==> config.mk <==
export PLATFORM = sky130hd
export DESIGN_NAME = pop_to_rs232
export DESIGN_NICKNAME = d
export VERILOG_FILES = /design/src/rtl/rs232_pkg.sv /design/src/rtl/rs232_baud_gen.sv /design/src/rtl/pop_to_rs232.sv
export SDC_FILE = /design/constraint.sdc
export NUM_CORES = 1
export LEC_CHECK = 0
export BUFFER_PORTS_ARGS = -buffer_cell sky130_fd_sc_hd__buf_2
export CORE_UTILIZATION = 55
export DETAILED_ROUTE_END_ITERATION = 10
export PLACE_DENSITY_LB_ADDON = 0.2
export SKIP_CTS_REPAIR_TIMING = 1
export SLEW_MARGIN = 10
export SYNTH_ARGS = -nofsm -noshare
export SYNTH_HDL_FRONTEND = slang
export SYNTH_SLANG_ARGS = --single-unit
==> constraint.sdc <==
create_clock -name clock -period 3.1 [get_ports clock]
set_input_delay 0.465 -clock clock [delete_from_list [all_inputs] [get_ports clock]]
set_output_delay 0.465 -clock clock [all_outputs]
set_load 0.01 [all_outputs]
==> src/rtl/rs232_pkg.sv <==
// Shared RS-232 definitions: baud-count arithmetic and transmitter state encodings.
// Used by the transmitter (pop_to_rs232) and the baud generator; the receiver reuses the same helpers.
package rs232_pkg;

  typedef enum logic [1:0] {
    ST_IDLE  = 2'd0,
    ST_START = 2'd1,
    ST_DATA  = 2'd2,
    ST_STOP  = 2'd3
  } tx_state_t;

  function automatic int baud_count_full(input real clk_hz, input real baud_bps);
    return int'(clk_hz / baud_bps);
  endfunction

  function automatic int baud_count_half(input real clk_hz, input real baud_bps);
    return baud_count_full(clk_hz, baud_bps) / 2;
  endfunction

  // One bit above $clog2 so the down-counter can underflow into its MSB.
  function automatic int baud_cnt_width(input int full_count);
    return $clog2(full_count) + 1;
  endfunction

endpackage

==> src/rtl/rs232_baud_gen.sv <==
// Down-counting baud generator: tick is the counter MSB after underflow, giving one tick
// every BAUD_COUNT_FULL clocks; pre_tick flags the last clock before the tick.
module rs232_baud_gen
  import rs232_pkg::*;
#(
  parameter int BAUD_COUNT_FULL = 16
) (
  input  logic clock,
  input  logic resetn,
  input  logic load,
  output logic tick,
  output logic pre_tick
);

  localparam int CNT_W = baud_cnt_width(BAUD_COUNT_FULL);
  localparam logic [CNT_W-1:0] RELOAD = CNT_W'(BAUD_COUNT_FULL - 2);

  logic [CNT_W-1:0] cnt;

  // Reload to FULL-2: values FULL-2 .. 0 plus the underflowed -1 give FULL clocks per tick.
  always_ff @(posedge clock or negedge resetn) begin
    if (!resetn)
      cnt <= RELOAD;
    else if (load || tick)
      cnt <= RELOAD;
    else
      cnt <= cnt - CNT_W'(1);
  end

  assign tick     = cnt[CNT_W-1];
  assign pre_tick = (cnt == '0);

endmodule

==> src/rtl/pop_to_rs232.sv <==
// 8N1 serial transmitter that pops bytes from a first-word-fall-through FIFO.
// Optional CTS flow control is enabled by defining RS232TX_CTS_FLOW_EN.
module pop_to_rs232
  import rs232_pkg::*;
#(
  parameter real CLOCK_FREQ = 133000000.0,
  parameter real BAUD_RATE  = 115200.0
) (
  input  logic       clock,
  input  logic       resetn,
  output logic       txd_pin,
  input  logic       ctsn_pin,
  input  logic [7:0] idata,
  input  logic       iempty,
  output logic       ienable
);

  localparam int BAUD_COUNT_FULL = baud_count_full(CLOCK_FREQ, BAUD_RATE);

  tx_state_t  state, state_nx;
  logic [7:0] shreg;
  logic [2:0] bit_idx;
  logic       arm;
  logic       send_ok;
  logic       tick, pre_tick;

  rs232_baud_gen #(.BAUD_COUNT_FULL(BAUD_COUNT_FULL)) u_baud (
    .clock    (clock),
    .resetn   (resetn),
    .load     (ienable),
    .tick     (tick),
    .pre_tick (pre_tick)
  );

`ifdef RS232TX_CTS_FLOW_EN
  logic [1:0] cts_sync;

  always_ff @(posedge clock or negedge resetn) begin
    if (!resetn)
      cts_sync <= 2'b11;
    else
      cts_sync <= {cts_sync[0], ctsn_pin};
  end

  assign send_ok = ~cts_sync[1];
`else
  logic ctsn_unused;
  assign ctsn_unused = ctsn_pin;
  assign send_ok     = 1'b1;
`endif

  always_ff @(posedge clock or negedge resetn) begin
    if (!resetn)
      arm <= 1'b0;
    else
      arm <= 1'b1;
  end

  always_ff @(posedge clock or negedge resetn) begin
    if (!resetn)
      state <= ST_IDLE;
    else
      state <= state_nx;
  end

  // STOP leaves one clock early; that IDLE clock is the final clock of the stop bit,
  // so a waiting byte is popped exactly when the stop bit ends.
  always_comb begin
    state_nx = state;
    unique case (state)
      ST_IDLE:  if (ienable)                    state_nx = ST_START;
      ST_START: if (tick)                       state_nx = ST_DATA;
      ST_DATA:  if (tick && bit_idx == 3'd7)    state_nx = ST_STOP;
      ST_STOP:  if (pre_tick)                   state_nx = ST_IDLE;
      default:                                  state_nx = ST_IDLE;
    endcase
  end

  always_comb begin
    ienable = (state == ST_IDLE) && arm && !iempty && send_ok;
  end

  always_ff @(posedge clock or negedge resetn) begin
    if (!resetn) begin
      txd_pin <= 1'b1;
      shreg   <= 8'h00;
      bit_idx <= 3'd0;
    end else if (ienable) begin
      shreg   <= idata;
      txd_pin <= 1'b0;
      bit_idx <= 3'd0;
    end else if (tick) begin
      unique case (state)
        ST_START: begin
          txd_pin <= shreg[0];
          shreg   <= shreg >> 1;
        end
        ST_DATA: begin
          bit_idx <= bit_idx + 3'd1;
          if (bit_idx == 3'd7) begin
            txd_pin <= 1'b1;
          end else begin
            txd_pin <= shreg[0];
            shreg   <= shreg >> 1;
          end
        end
        default: begin
        end
      endcase
    end
  end

endmodule

After elaboration in Yosys (flattened, before gate mapping):

Cells that the tools add are included.

* bits of input ports: 12
* word-level logic and storage cells: 48
* output and inout bits: 2
* bits in registers: 27

* $add $sub $neg: 2
* reduce and logical (&&, ||, !) cells: 14
* eq/ne operators: 9
* mux-type cells: 17

Operators with widths (number)
* two-way mux 8 bit: 3
* one-hot mux 8 bit (2 select lines): 1
* zero test 12 bit: 1
* two-way mux 12 bit: 1
* subtractor 12 x 1 -> 12 bit (second input constant): 1
* two-way mux 3 bit: 3
* two-way mux 2 bit: 4
* one-hot mux 2 bit (4 select lines): 1
* == test 2 bit (second input constant): 2
* != test 2 x 1 -> 1 bit (second input constant): 2
* != test 2 bit (second input constant): 2
* AND reduction 2 bit: 2
* AND reduction 4 bit: 1
* nonzero test 2 bit: 2
* adder 3 x 1 -> 3 bit (second input constant): 1
* == test 3 bit (second input constant): 1
* logical AND 1 bit: 3
* two-way mux 1 bit: 3
* != test 3 x 2 -> 1 bit (second input constant): 1
* AND reduction 3 bit: 1
* nonzero test 3 bit: 1
* == test 2 x 1 -> 1 bit (second input constant): 1
* zero test 2 bit: 1
* one-hot mux 1 bit (2 select lines): 1
* other kinds (2): 2

Depth between registers and ports, before layout:

* word-level depth: 5
* depth in mapped cells: 9
* depth with buffers taken out: 7

Modules after synthesis:

From an unflattened synthesis, not the netlist that was laid out.

* cells, all modules: 136
* area, all modules: 1365.1 um2

Modules (own cells, without submodules)
* pop_to_rs232: area each 790.8 um2, cells each 81, sequential area each 376.6 um2, instances 1
* rs232_baud_gen: area each 574.3 um2, cells each 55, sequential area each 304.0 um2, instances 1

Least setup slack after synthesis:

OpenSTA, ideal clock, no wires.

* path type: register to register
* start point: reg state[0]
* end point: reg shreg[4]
* slack: 1149 ps
* period minus slack after synthesis: 1951 ps
* data arrival time: 1826 ps
* required time: 2975 ps
* path buffers: 2
* stages on the path, launching flop included: 10
* setup time: 125 ps
* cell sequence: dfrtp_1 -> inv_1 -> ha_1 -> nand2_1 -> or2_0 -> buf_2 -> inv_2 -> buf_4 -> mux2_2 -> mux2_2

* longest elaborated chain between the ends: 5
* elaborated cells on any way between the ends: 12
* those cells by class: eq/ne (3); mux (3); reduce/logical (6)

RTL lines
* start, declared: RTL line pop_to_rs232.sv:20 `tx_state_t state, state_nx;`
* start signal, assigned: RTL line pop_to_rs232.sv:63 `state <= state_nx;`
* zero test 2 bit *: RTL line pop_to_rs232.sv:80 `ienable = (state == ST_IDLE) && arm && !iempty && send_ok;`
* logical AND 1 bit * (2 in series): RTL line pop_to_rs232.sv:80
* named net ienable: RTL line pop_to_rs232.sv:15 `output logic ienable`
* != test 3 x 2 -> 1 bit (no source line) (tied with other cells)
* AND reduction 3 bit (no source line)
* end signal, assigned: RTL line pop_to_rs232.sv:89 `shreg <= idata;`
* end signal, assigned: RTL line pop_to_rs232.sv:96 `shreg <= shreg >> 1;`
* end signal, assigned: RTL line pop_to_rs232.sv:104 `shreg <= shreg >> 1;`
* end, declared: RTL line pop_to_rs232.sv:21 `logic [7:0] shreg;`

Mark *: on every way through the listed nets, which the timed path passes. The rest lies on a longest branch. The select of a mux whose other input is x is not followed.
A chain may end at the register's enable or synchronous reset.

Final worst setup path:

* start point: reg state[0]
* end point: out ienable

* longest elaborated chain between the ends: 3

RTL lines (RTL line)
* zero test 2 bit: pop_to_rs232.sv:80
* logical AND 1 bit (2 in series): pop_to_rs232.sv:80
* end, declared: pop_to_rs232.sv:15

Every way passes these cells.

==> metrics.txt <==
maximum number of pins on one net before global-route repair=28; max-capacitance violation count=0; Mean Syn Cell Area=roughly 11 sq um; Worst Path Max Fanout=13; Bufs on Longest Clock Path=2; reg2reg start=state[0]; IR Drop Worst-Case VDD=0.3055 mV; global-route wire length before repair=4064 microns; capturing element type of the critical path=output pin; antenna fix cells=0; most numerous cell types in the synthesized netlist=dfrtp_1 (23), nand2_1 (17), nor2_1 (16); Net Sw Frac=21.74%; flops & latches, synth=27; class of the tightest hold or removal check=in2async; Yosys top cell area share=between 40% and 50%; most used standard cell by instance count after synthesis=dfrtp_1; final-report max-slew violation count=0; Warnings, synthesis=0; vias per std cell=roughly 5.3; detailed placer's ending HPWL=approximately 1700 microns; Lkg Pwr=0.6980 nW; CTS tree=built; post-detailed-route count of antenna-violating nets=0; number of antenna violations at the first check in global routing=0; final net count=165; share of power burned in registers=67.6%; routed wirelength normalized by instance count=~14 microns; Sw Pwr=117.2 uW; worst rel slew slack=between 50% and 60%; total core area=roughly 2300 sq um; cell taking the most area after synthesis=dfrtp_1; Initial Utilization=60.46%; Post-Route Setup TNS=0 ns; Critical Setup Path Class=reg2out; clock root cell=clkbuf_4; total standard cell area after synthesis=1389 sq um; standard-cell rows=17; part of the Yosys area used for sequential elements=49.01%; total iterations of the first detailed-routing run=4; number of sinks handled by clock tree synthesis=27; fraction of layout cells with a size suffix above 1=between 20% and 30%; cell-internal power=between 400 and 500 uW; part of the power in combinational logic=4.9%; clock latency on the worst-skew pair=0.32 ns; count of boundary I/O pins=14; Die Y-Extent=52.25 microns; WL final=around 2300 microns; overall via count from detail_route=918; kind of launch point of the worst setup path=flip-flop; predominant post-synthesis flop cell=dfrtp_1; IO Port Bufs=12; pre-CTS setup slack=between 0.9 and 1 ns; R2R Path End=shreg[6]; unrepaired setup endpoints after global routing=no; measured slew at the worst slew-check pin=0.6085 ns; final-report hold violation count=0; Worst Hold Slack=0.1256 ns; CTS H-tree depth=1; signal arrival time at the worst endpoint=1.92 ns; PwrDens=360.8 nW/um^2; fraction of the cycle the final worst path needs=between 70% and 80%; number of nets produced by synthesis=151; cell area after placement=~1500 sq um; number of clock buffers inserted by TritonCTS=3; shortest period the worst path allows=2.382 ns; area delta synth->final=7.567%; data required time of the worst path=2.63 ns; Fmax=0.4198 GHz; final design instance area without fill=1494 sq um; async set or reset register ratio after synthesis=100.0%; x dimension of the die=52.25 microns; number of global-route vias before repair=933; count of routing violations after the opening detailed-route iteration=13; part of the power in the clock network=27.5%; Total Routing Usage GR=roughly a fifth; Final Wtd Congestion=0.7338; synth unique cells=30; top area cells in the synthesized netlist=dfrtp_1 (41%), mux2_2 (9.7%), dfstp_2 (7.6%), ha_1 (7.2%), nand2_1 (4.6%); total congestion overflow=0; clock-pin slew of the registers on the worst-case setup and hold paths=0.14 ns; Clock Skews=0.006702 ns; EDFF count, synth=0; slack of the worst reg-to-reg path=about 0.95 ns; remaining routing DRC violations=0; DIE AREA=approximately 2700 sq um; final setup violation count=0; outcome=complete, no violations; Cells after Synth=131; final core occ=65.03%; logic depth of the worst register-to-register path=7; final worst setup slack=0.7178 ns
-- registers in the layout (all words and copies together), names as in the netlist --
name and cells:
shreg 8, arm 1, bit_idx 3, txd_pin 1, u_baud.cnt 12, state 2
-- worst max-delay path by stage --
stage                        start       end  slack (ns)
after floorplan           state[0]  shreg[4]        1.15
after global placement    state[0]  shreg[3]        1.05
after detailed placement  state[0]  shreg[6]        0.97
after CTS                 state[0]   ienable        0.71
after global routing      state[0]   ienable        0.57
final                     state[0]   ienable        0.72
-- logic make-up (layout without fill, tap and decap cells) --
family	count (synthesis)	after routing	synth area share, %
adders and majority gates	8	8	7.207
xor gates and xnor gates	9	9	5.676
muxes	16	16	12.97
other	1	1	0.2700
AOI/OAI and AO/OA	9	9	4.234
DFF	27	27	49.01
and+or+nand+nor	51	51	17.48
buffers and inverters	10	23	3.153
-- power by group through the flow --
stage / logic (mW) / clock network, mW / registers [mW]
floorplan: 0.0121 / 0 / 0.370
global placement: 0.0258 / 0 / 0.370
detailed placement: 0.0274 / 0 / 0.371
CTS: 0.0274 / 0.155 / 0.364
global route: 0.0314 / 0.170 / 0.365
finish: 0.0265 / 0.148 / 0.364
-- per-stage QoR --
| step | total power, mW | std cells |
|---|---|---|
| after CTS | 0.5470 | 172 |
| after floorplan | 0.3818 | 131 |
| final | 0.5390 | 172 |
| after global routing | 0.5670 | 172 |
| after detailed placement | 0.3982 | 168 |
| after global placement | 0.3960 | 168 |
-- worst max-delay path, stage by stage, from the launching register on --
cell and delay [ns]:
dfrtp_1 0.44, inv_1 0.12, ha_1 0.21, nand2_1 0.05, or2_0 0.33, inv_2 0.27
buf_2 0.18
-- metal layers --
metal / wire length [microns] / vias up / track usage [%]
met5: 0 / - / 0
met4: 12 / 0 / 5.263
met3: 64 / 2 / 3.478
met2: 1169 / 11 / 35.47
met1: 1088 / 442 / 25.99
li1: - / 463 / -
-- final cells by class --
class	instances	area, sq um
Clock buffer	3	22.52
Clock inverter	1	5.005
Fill cell	194	803.3
Inverter	7	26.28
Multi-Input combinational cell	94	664.4
Sequential cell	27	680.7
Tap cell	28	35.03
Timing Repair Buffer	12	60.06
-- placed cells by master (no fill, tap or decap), drive strengths merged --
cell and n:
a21oi 3, a221o 1, a22o 1, a311oi 1, a31oi 1, buf 12
clkbuf 3, clkinv 1, conb 1, dfrtp 23, dfstp 4, ha 8
inv 7, mux2 13, mux2i 3, nand2 17, nand3 4, nand3b 1
nand4 2, nand4b 1, nor2 16, nor2b 4, nor3 4, nor3b 1
o21ai 2, or2 1, xnor2 3, xor2 6
(Power assumes the default switching activity.)
